$ cat src/rtl/mfp_ahb_lite_interconnect_if.sv
// Bus bundle between the MIPSfpga master side and the interconnect's slave-facing ports.
// SLAVE_HUNG exists only when MFP_AHB_INTERCONNECT_TIMEOUT_EN is defined.
interface mfp_ahb_lite_interconnect_if #(
  parameter int N_SLAVES = 5
);
  logic [31:0]            HADDR;
  logic [1:0]             HTRANS;
  logic [31:0]            HRDATA;
  logic                   HREADY;
  logic                   HRESP;
  logic [N_SLAVES-1:0]    S_HSEL;
  logic [32*N_SLAVES-1:0] S_HRDATA;
  logic [N_SLAVES-1:0]    S_HREADYOUT;
  logic [N_SLAVES-1:0]    S_HRESP;
`ifdef MFP_AHB_INTERCONNECT_TIMEOUT_EN
  logic [N_SLAVES-1:0]    SLAVE_HUNG;

  modport master (
    output HADDR, HTRANS, S_HRDATA, S_HREADYOUT, S_HRESP,
    input  HRDATA, HREADY, HRESP, S_HSEL, SLAVE_HUNG
  );
  modport slave (
    input  HADDR, HTRANS, S_HRDATA, S_HREADYOUT, S_HRESP,
    output HRDATA, HREADY, HRESP, S_HSEL, SLAVE_HUNG
  );
`else
  modport master (
    output HADDR, HTRANS, S_HRDATA, S_HREADYOUT, S_HRESP,
    input  HRDATA, HREADY, HRESP, S_HSEL
  );
  modport slave (
    input  HADDR, HTRANS, S_HRDATA, S_HREADYOUT, S_HRESP,
    output HRDATA, HREADY, HRESP, S_HSEL
  );
`endif
endinterface

$ cat src/rtl/mfp_ahb_lite_interconnect.sv
// Single-master AHB-Lite interconnect: base/mask decode, registered data-phase owner, response mux
// and a two-cycle ERROR default slave. MFP_AHB_INTERCONNECT_TIMEOUT_EN adds a hung-slave watchdog.
module mfp_ahb_lite_interconnect #(
  parameter int                     N_SLAVES       = 5,
  parameter logic [32*N_SLAVES-1:0] SLAVE_BASE     = {N_SLAVES{32'h0}},
  parameter logic [32*N_SLAVES-1:0] SLAVE_MASK     = {N_SLAVES{32'h0}},
  parameter int                     TIMEOUT_CYCLES = 256
) (
  input  logic                       HCLK,
  input  logic                       HRESETn,
  mfp_ahb_lite_interconnect_if.slave bus,
  output logic [1:0]                 dbg_state_o,
  output logic                       dbg_dp_active_o
);
  typedef enum logic [1:0] {ST_IDLE = 2'd0, ST_ERR1 = 2'd1, ST_ERR2 = 2'd2} state_e;

  localparam logic [N_SLAVES:0] DP_DEFAULT = {1'b1, {N_SLAVES{1'b0}}};

  state_e              state_q, state_d;
  logic [N_SLAVES:0]   dp_sel_q, dp_sel_d;
  logic                dp_active_q, dp_active_d;
  logic [N_SLAVES-1:0] match, hsel, hung;
  logic                hit_found, dflt_sel, active, capture, timeout, hready;

  // Lowest matching index wins; a hung slave's select is dropped so the access falls to the default slave.
  always_comb begin
    match     = '0;
    hsel      = '0;
    hit_found = 1'b0;
    for (int i = 0; i < N_SLAVES; i++) begin
      match[i] = ((bus.HADDR ^ SLAVE_BASE[32*i +: 32]) & SLAVE_MASK[32*i +: 32]) == 32'h0;
      if (match[i] && !hit_found) begin
        hsel[i]   = 1'b1;
        hit_found = 1'b1;
      end
    end
    hsel = hsel & ~hung;
  end

  assign bus.S_HSEL = hsel;
  assign dflt_sel   = ~|hsel;
  assign active     = (bus.HTRANS == 2'b10) || (bus.HTRANS == 2'b11);
  assign capture    = hready && active && dflt_sel;

  always_comb begin
    bus.HRDATA = 32'h0;
    hready     = 1'b0;
    bus.HRESP  = 1'b0;
    for (int i = 0; i < N_SLAVES; i++) begin
      if (dp_sel_q[i]) begin
        bus.HRDATA = bus.S_HRDATA[32*i +: 32];
        hready     = bus.S_HREADYOUT[i];
        bus.HRESP  = bus.S_HRESP[i];
      end
    end
    if (dp_sel_q[N_SLAVES]) begin
      bus.HRDATA = 32'h0;
      hready     = (state_q != ST_ERR1);
      bus.HRESP  = (state_q != ST_IDLE);
    end
  end

  assign bus.HREADY = hready;

`ifdef MFP_AHB_INTERCONNECT_TIMEOUT_EN
  localparam int CNT_W = $clog2(TIMEOUT_CYCLES + 1);

  logic [CNT_W-1:0]    cnt_q, cnt_d;
  logic [N_SLAVES-1:0] hung_q, hung_d;
  logic                stall;

  always_comb begin
    stall   = dp_active_q && !dp_sel_q[N_SLAVES] && !hready;
    timeout = stall && (cnt_q == CNT_W'(TIMEOUT_CYCLES - 1));
    cnt_d   = cnt_q;
    if (hready)     cnt_d = '0;
    else if (stall) cnt_d = cnt_q + 1'b1;
    hung_d  = hung_q | (timeout ? dp_sel_q[N_SLAVES-1:0] : '0);
  end

  always_ff @(posedge HCLK or negedge HRESETn) begin
    if (!HRESETn) begin
      cnt_q  <= '0;
      hung_q <= '0;
    end else begin
      cnt_q  <= cnt_d;
      hung_q <= hung_d;
    end
  end

  assign hung           = hung_q;
  assign bus.SLAVE_HUNG = hung_q;
`else
  localparam int unused_timeout_cycles = TIMEOUT_CYCLES;

  assign hung    = '0;
  assign timeout = 1'b0;
`endif

  // A watchdog expiry hands the stalled data phase to the default slave so it can finish it with ERROR.
  always_comb begin
    dp_sel_d    = dp_sel_q;
    dp_active_d = dp_active_q;
    if (timeout) begin
      dp_sel_d = DP_DEFAULT;
    end else if (hready) begin
      dp_sel_d    = {dflt_sel, hsel};
      dp_active_d = active;
    end
  end

  always_comb begin
    state_d = state_q;
    case (state_q)
      ST_IDLE: if (timeout || capture) state_d = ST_ERR1;
      ST_ERR1: state_d = ST_ERR2;
      ST_ERR2: state_d = capture ? ST_ERR1 : ST_IDLE;
      default: state_d = ST_IDLE;
    endcase
  end

  always_ff @(posedge HCLK or negedge HRESETn) begin
    if (!HRESETn) begin
      state_q     <= ST_IDLE;
      dp_sel_q    <= DP_DEFAULT;
      dp_active_q <= 1'b0;
    end else begin
      state_q     <= state_d;
      dp_sel_q    <= dp_sel_d;
      dp_active_q <= dp_active_d;
    end
  end

  assign dbg_state_o     = state_q;
  assign dbg_dp_active_o = dp_active_q;
endmodule

$ cat src/flat_wrapper.sv
// flat-port wrapper written by rule: the top's interface ports become plain ports
module mfp_ahb_lite_interconnect_flat 
#(
  parameter int                     N_SLAVES       = 5,
  parameter logic [32*N_SLAVES-1:0] SLAVE_BASE     = {N_SLAVES{32'h0}},
  parameter logic [32*N_SLAVES-1:0] SLAVE_MASK     = {N_SLAVES{32'h0}},
  parameter int                     TIMEOUT_CYCLES = 256
)
  (HCLK, HRESETn, dbg_state_o, dbg_dp_active_o, bus_HADDR, bus_HTRANS, bus_S_HRDATA, bus_S_HREADYOUT, bus_S_HRESP, bus_HRDATA, bus_HREADY, bus_HRESP, bus_S_HSEL);
  mfp_ahb_lite_interconnect_if #(.N_SLAVES(N_SLAVES)) bus_i ();
  input  logic HCLK;
  input  logic HRESETn;
  output logic [1:0] dbg_state_o;
  output logic dbg_dp_active_o;
  input wire logic [$bits(bus_i.HADDR)-1:0] bus_HADDR;
  input wire logic [$bits(bus_i.HTRANS)-1:0] bus_HTRANS;
  input wire logic [$bits(bus_i.S_HRDATA)-1:0] bus_S_HRDATA;
  input wire logic [$bits(bus_i.S_HREADYOUT)-1:0] bus_S_HREADYOUT;
  input wire logic [$bits(bus_i.S_HRESP)-1:0] bus_S_HRESP;
  output wire logic [$bits(bus_i.HRDATA)-1:0] bus_HRDATA;
  output wire logic [$bits(bus_i.HREADY)-1:0] bus_HREADY;
  output wire logic [$bits(bus_i.HRESP)-1:0] bus_HRESP;
  output wire logic [$bits(bus_i.S_HSEL)-1:0] bus_S_HSEL;
  assign bus_i.HADDR = bus_HADDR;
  assign bus_i.HTRANS = bus_HTRANS;
  assign bus_i.S_HRDATA = bus_S_HRDATA;
  assign bus_i.S_HREADYOUT = bus_S_HREADYOUT;
  assign bus_i.S_HRESP = bus_S_HRESP;
  assign bus_HRDATA = bus_i.HRDATA;
  assign bus_HREADY = bus_i.HREADY;
  assign bus_HRESP = bus_i.HRESP;
  assign bus_S_HSEL = bus_i.S_HSEL;
  mfp_ahb_lite_interconnect #(.N_SLAVES(N_SLAVES), .SLAVE_BASE(SLAVE_BASE), .SLAVE_MASK(SLAVE_MASK), .TIMEOUT_CYCLES(TIMEOUT_CYCLES)) u_core (.HCLK(HCLK), .HRESETn(HRESETn), .bus(bus_i), .dbg_state_o(dbg_state_o), .dbg_dp_active_o(dbg_dp_active_o));
endmodule
$ cat config.mk
export PLATFORM = sky130hd
export DESIGN_NAME = mfp_ahb_lite_interconnect_flat
export DESIGN_NICKNAME = d
export VERILOG_FILES = /design/src/rtl/mfp_ahb_lite_interconnect_if.sv /design/src/rtl/mfp_ahb_lite_interconnect.sv /design/src/flat_wrapper.sv
export SDC_FILE = /design/constraint.sdc
export NUM_CORES = 1
export LEC_CHECK = 0
export BUFFER_PORTS_ARGS = -buffer_cell sky130_fd_sc_hd__buf_2
export CORE_AREA = 4 4 95 97
export DETAILED_ROUTE_END_ITERATION = 8
export DIE_AREA = 0 0 99 101
export HOLD_SLACK_MARGIN = 0.02
export SLEW_MARGIN = 20
export SYNTH_ARGS = -nofsm -noshare
export SYNTH_HDL_FRONTEND = slang
export SYNTH_SLANG_ARGS = --single-unit
$ cat constraint.sdc
create_clock -name HCLK -period 2.7 [get_ports HCLK]
set_clock_uncertainty 0.05 [all_clocks]
set_input_delay 0.405 -clock HCLK [delete_from_list [all_inputs] [get_ports HCLK]]
set_output_delay 0.405 -clock HCLK [all_outputs]
set_load 0.02 [all_outputs]
### Word level (Yosys, flattened, before mapping)

Cells that the tools add are included.

* register bits: 5
* bits of input ports: 206
* output and inout port bits: 42
* logic and storage cells: 17

* eq/ne operators: 4
* muxes and demuxes: 7
* reductions and logical operators: 3

Operators with widths (count)
* 32-bit two-way mux: 2
* 2-bit == test (second input constant): 2
* 1-bit two-way mux: 4
* 2-bit case mux with 2 select lines: 1
* 2-bit by 1-bit == test with 1-bit output (second input constant): 1
* 2-bit zero test: 1
* 2-bit by 1-bit inequality test with 1-bit output (second input constant): 1
* 2-bit nonzero test: 1
* 1-bit logical OR: 1

### Longest topological paths before layout

* depth after elaboration: 2
* mapped depth: 3
* mapped depth without buffers: 2

### Least setup slack after synthesis

No wires, ideal clock.

* path kind: reg-to-output
* from: register u_core.dp_sel_q[5]
* to: output port bus_HRDATA[0]
* data arrival time: 0.919 ns
* data required time: 2.245 ns
* path slack: 1.326 ns
* stages on the path, launching flop included: 4
* path buffers: 1
* cell sequence: dfstp_2 -> nor2b_4 -> buf_6 -> and2_1

* cells in the longest elaborated chain, start to end: 1

Ends and longest elaborated chain
* start: declaration: line mfp_ahb_lite_interconnect.sv:20 `logic [N_SLAVES:0] dp_sel_q, dp_sel_d;`
* start signal: assignment: line mfp_ahb_lite_interconnect.sv:129 `dp_sel_q <= dp_sel_d;`
* 32-bit two-way mux: line mfp_ahb_lite_interconnect.sv:56 `if (dp_sel_q[N_SLAVES]) begin`
* end: declaration: line flat_wrapper.sv:20 `output wire logic [$bits(bus_i.HRDATA)-1:0] bus_HRDATA;`

No other way between the ends.

### Final worst setup path

* from: register u_core.dp_sel_q[0]
* to: output port bus_HRDATA[7]

* cells in the longest elaborated chain, start to end: 2

Ends and longest elaborated chain
* 32-bit two-way mux: line mfp_ahb_lite_interconnect.sv:50 `if (dp_sel_q[i]) begin`
* 32-bit two-way mux: line mfp_ahb_lite_interconnect.sv:56

No other way between the ends.

==> impl_metrics.env <==
export IMPL_outcome="complete, no violations"
export IMPL_fin_util=0.110
export IMPL_drc=0
export IMPL_ys_warnings_count=0
export IMPL_max_freq_mhz=514
export IMPL_rrSetupSlack_ns=1.56
export IMPL_layout_drive_gt1_share=0.629
export IMPL_ant_nets=0
export IMPL_swShare=0.348
export IMPL_ir_drop_mv=0.236
export IMPL_cts_tree="done"
export IMPL_startpoint_type="register"
export IMPL_cts_resized=0
export IMPL_die_area_um2=10000
export IMPL_min_period_over_period=0.721
export IMPL_layoutNonFillerInstCount=229
export IMPL_worstMarginPinSlew_ns=0.549
export IMPL_routed_wl_mm=2.05
export IMPL_layout_commonest_cell="buf_2"
export IMPL_avgSynthCellArea_um2=8.06
export IMPL_final_cell_mix="buf_2, and2_1, conb_1"
export IMPL_dieWidth_um=99
export IMPL_grt_max_degree=34
export IMPL_nFillCells=941
export IMPL_tns_ns=0
export IMPL_cts_buffer_depth=2
export IMPL_drtIter0Drc=4
export IMPL_setup_violations=0
export IMPL_internal_power_mw=0.202
export IMPL_relSlewSlack=0.633
export IMPL_cp_max_fo=33
export IMPL_die_h_um=101
export IMPL_synth_seq_area_share=0.182
export IMPL_grt_pass1_vias=547
export IMPL_hpwl_mm=1.83
export IMPL_p_seq_frac=0.161
export IMPL_worst_setup_path_type="reg -> out"
export IMPL_start_util=0.0515
export IMPL_fp_row_count=33
export IMPL_clock_sinks=3
export IMPL_cts_setup_buffers=0
export IMPL_hold_viol=0
export IMPL_critPathSlowestCell="nor2b_4"
export IMPL_pin_count=248
export IMPL_p_clk_frac=0.422
export IMPL_antenna_cells=0
export IMPL_drt_pass1_iter_count=2
export IMPL_cts_buffers=3
export IMPL_ys_ff_latch=3
export IMPL_critPathCaptureType="primary output"
export IMPL_cts_htree_levels=1
export IMPL_final_min_clock_period_ns=1.95
export IMPL_switching_power_mw=0.107
export IMPL_path_cells="nor2b_4, and2_1, buf_2"
export IMPL_cp_top_family="simple AND/OR/NAND/NOR gates"
export IMPL_portBuffers=71
export IMPL_synthToLayoutAreaGrowth_pct=114
export IMPL_clockRootBuffer="clkbuf_8"
export IMPL_fin_area_um2=897
export IMPL_dp_cells=224
export IMPL_max_cap_violations=0
export IMPL_cp_num_buf_inv=1
export IMPL_clk_pin_slew_ns=0.03
export IMPL_rsz0062_at_grt="false"
export IMPL_p_leak_nw=0.505
export IMPL_clock_latency_ns=0.22
export IMPL_cp_slowest_stage_delay_ns=0.50
export IMPL_synthDistinctLibCells=10
export IMPL_routed_via_density=2.49
export IMPL_core_um2=8130
export IMPL_comb_power_share=0.418
export IMPL_drv_slew=0
export IMPL_placement_cell_area_um2=842
export IMPL_layout_nets=331
export IMPL_gp_congestion=0.624
export IMPL_grt_pass1_wl_mm=2.73
export IMPL_syn_area_um2=419
export IMPL_num_vias=570
export IMPL_wire_per_inst_um=8.93
export IMPL_grt_overflow=0
export IMPL_syn_inst=52
export IMPL_min_path_type="in -> reg"
export IMPL_grt_use_total=0.0351
export IMPL_arrival_ns=1.49
export IMPL_worst_ep_required_time_ns=2.25
export IMPL_antenna_found_initial=0
export IMPL_powerDensity_nw_per_um2=345
## stage by stage
stage	hold slack, ns	total power, mW	setup slack (ns)
after floorplan	0.0594	0.134	1.33
after global placement	0.155	0.180	0.925
after detailed placement	0.153	0.181	0.916
after CTS	0.367	0.317	0.668
after global routing	0.371	0.328	0.562
final	0.371	0.309	0.755
## repair_timing
action                     4_1_cts  5_1_grt
setup endpoints to repair        0        0
hold buffers                     1        0
hold endpoints to repair         2        0
## final cells by class
| cell class | instances | area, um2 | share of cell area |
|---|---|---|---|
| Timing Repair Buffer | 72 | 365 | 0.407 |
| Multi-Input combinational cell | 45 | 279 | 0.311 |
| Tap cell | 105 | 131 | 0.146 |
| Sequential cell | 3 | 76.3 | 0.0851 |
| Clock buffer | 4 | 45.0 | 0.0502 |
## Yosys cell counts
library cell / n / area, um2
buf_4: 7 / 52.6
dfrtp_1: 2 / 50.1
and2_1: 33 / 206
nor2b_4: 1 / 13.8
or2_2: 1 / 6.26
mux2_4: 1 / 15.0
dfstp_2: 1 / 26.3
a21o_1: 1 / 7.51
buf_6: 3 / 33.8
conb_1: 2 / 7.51
## power by group through the flow
| stage | registers, mW | clock network [mW] | logic (mW) |
|---|---|---|---|
| 3_5_place_dp | 0.0502 | 0 | 0.131 |
| 6_report | 0.0497 | 0.130 | 0.129 |
| 2_1_floorplan | 0.0515 | 0 | 0.0823 |
| 4_1_cts | 0.0497 | 0.135 | 0.132 |
| 3_3_place_gp | 0.0500 | 0 | 0.130 |
| 5_1_grt | 0.0500 | 0.139 | 0.139 |
## cells by family (layout without fill, tap and decap cells)
| family | count (synthesis) | count (layout) | share of synthesized area |
|---|---|---|---|
| buffers and inverters | 10 | 76 | 0.206 |
| flip-flops | 3 | 3 | 0.182 |
| AO/OA/AOI/OAI | 1 | 1 | 0.0179 |
| AND/OR/NAND/NOR | 35 | 35 | 0.540 |
| other | 2 | 8 | 0.0179 |
| multiplexers | 1 | 1 | 0.0358 |
## final timing paths
check                                                from                                  to  depth (start not counted)
max                        u_core.dp_sel_q[0]$_DFFE_PN0P_                       bus_HRDATA[7]                          3
min                                         bus_HTRANS[1]  u_core.dbg_dp_active_o$_DFFE_PN0P_                          2
max reg2reg                u_core.dp_sel_q[5]$_DFFE_PN1P_  u_core.dbg_dp_active_o$_DFFE_PN0P_                          2
min reg2reg                u_core.dp_sel_q[0]$_DFFE_PN0P_      u_core.dp_sel_q[0]$_DFFE_PN0P_                          1
max in group asynchronous                         HRESETn      u_core.dp_sel_q[5]$_DFFE_PN1P_                          2
min in group asynchronous                         HRESETn  u_core.dbg_dp_active_o$_DFFE_PN0P_                          2
## per-layer routing
layer  vias to the layer above  global-route usage  wire (um)
met5                         -                   0          0
met4                         0              0.0126          0
met3                         0             0.00692        235
met2                        46              0.0630       1020
met1                       242              0.0413        792
li1                        282                   -          -
## worst register-to-register path, delay by kind of cell, from the launching register on
kind / cells / cell delay [ns]
AO/OA/AOI/OAI: 1 / 0.12
flip-flops: 1 / 0.55
multiplexers: 1 / 0.29
## flip-flops by register name, indices dropped and copies added, names as in the netlist
name	flops
u_core.dp_sel_q	2
u_core.dbg_dp_active_o	1
Power figures use the tool's default switching activity.
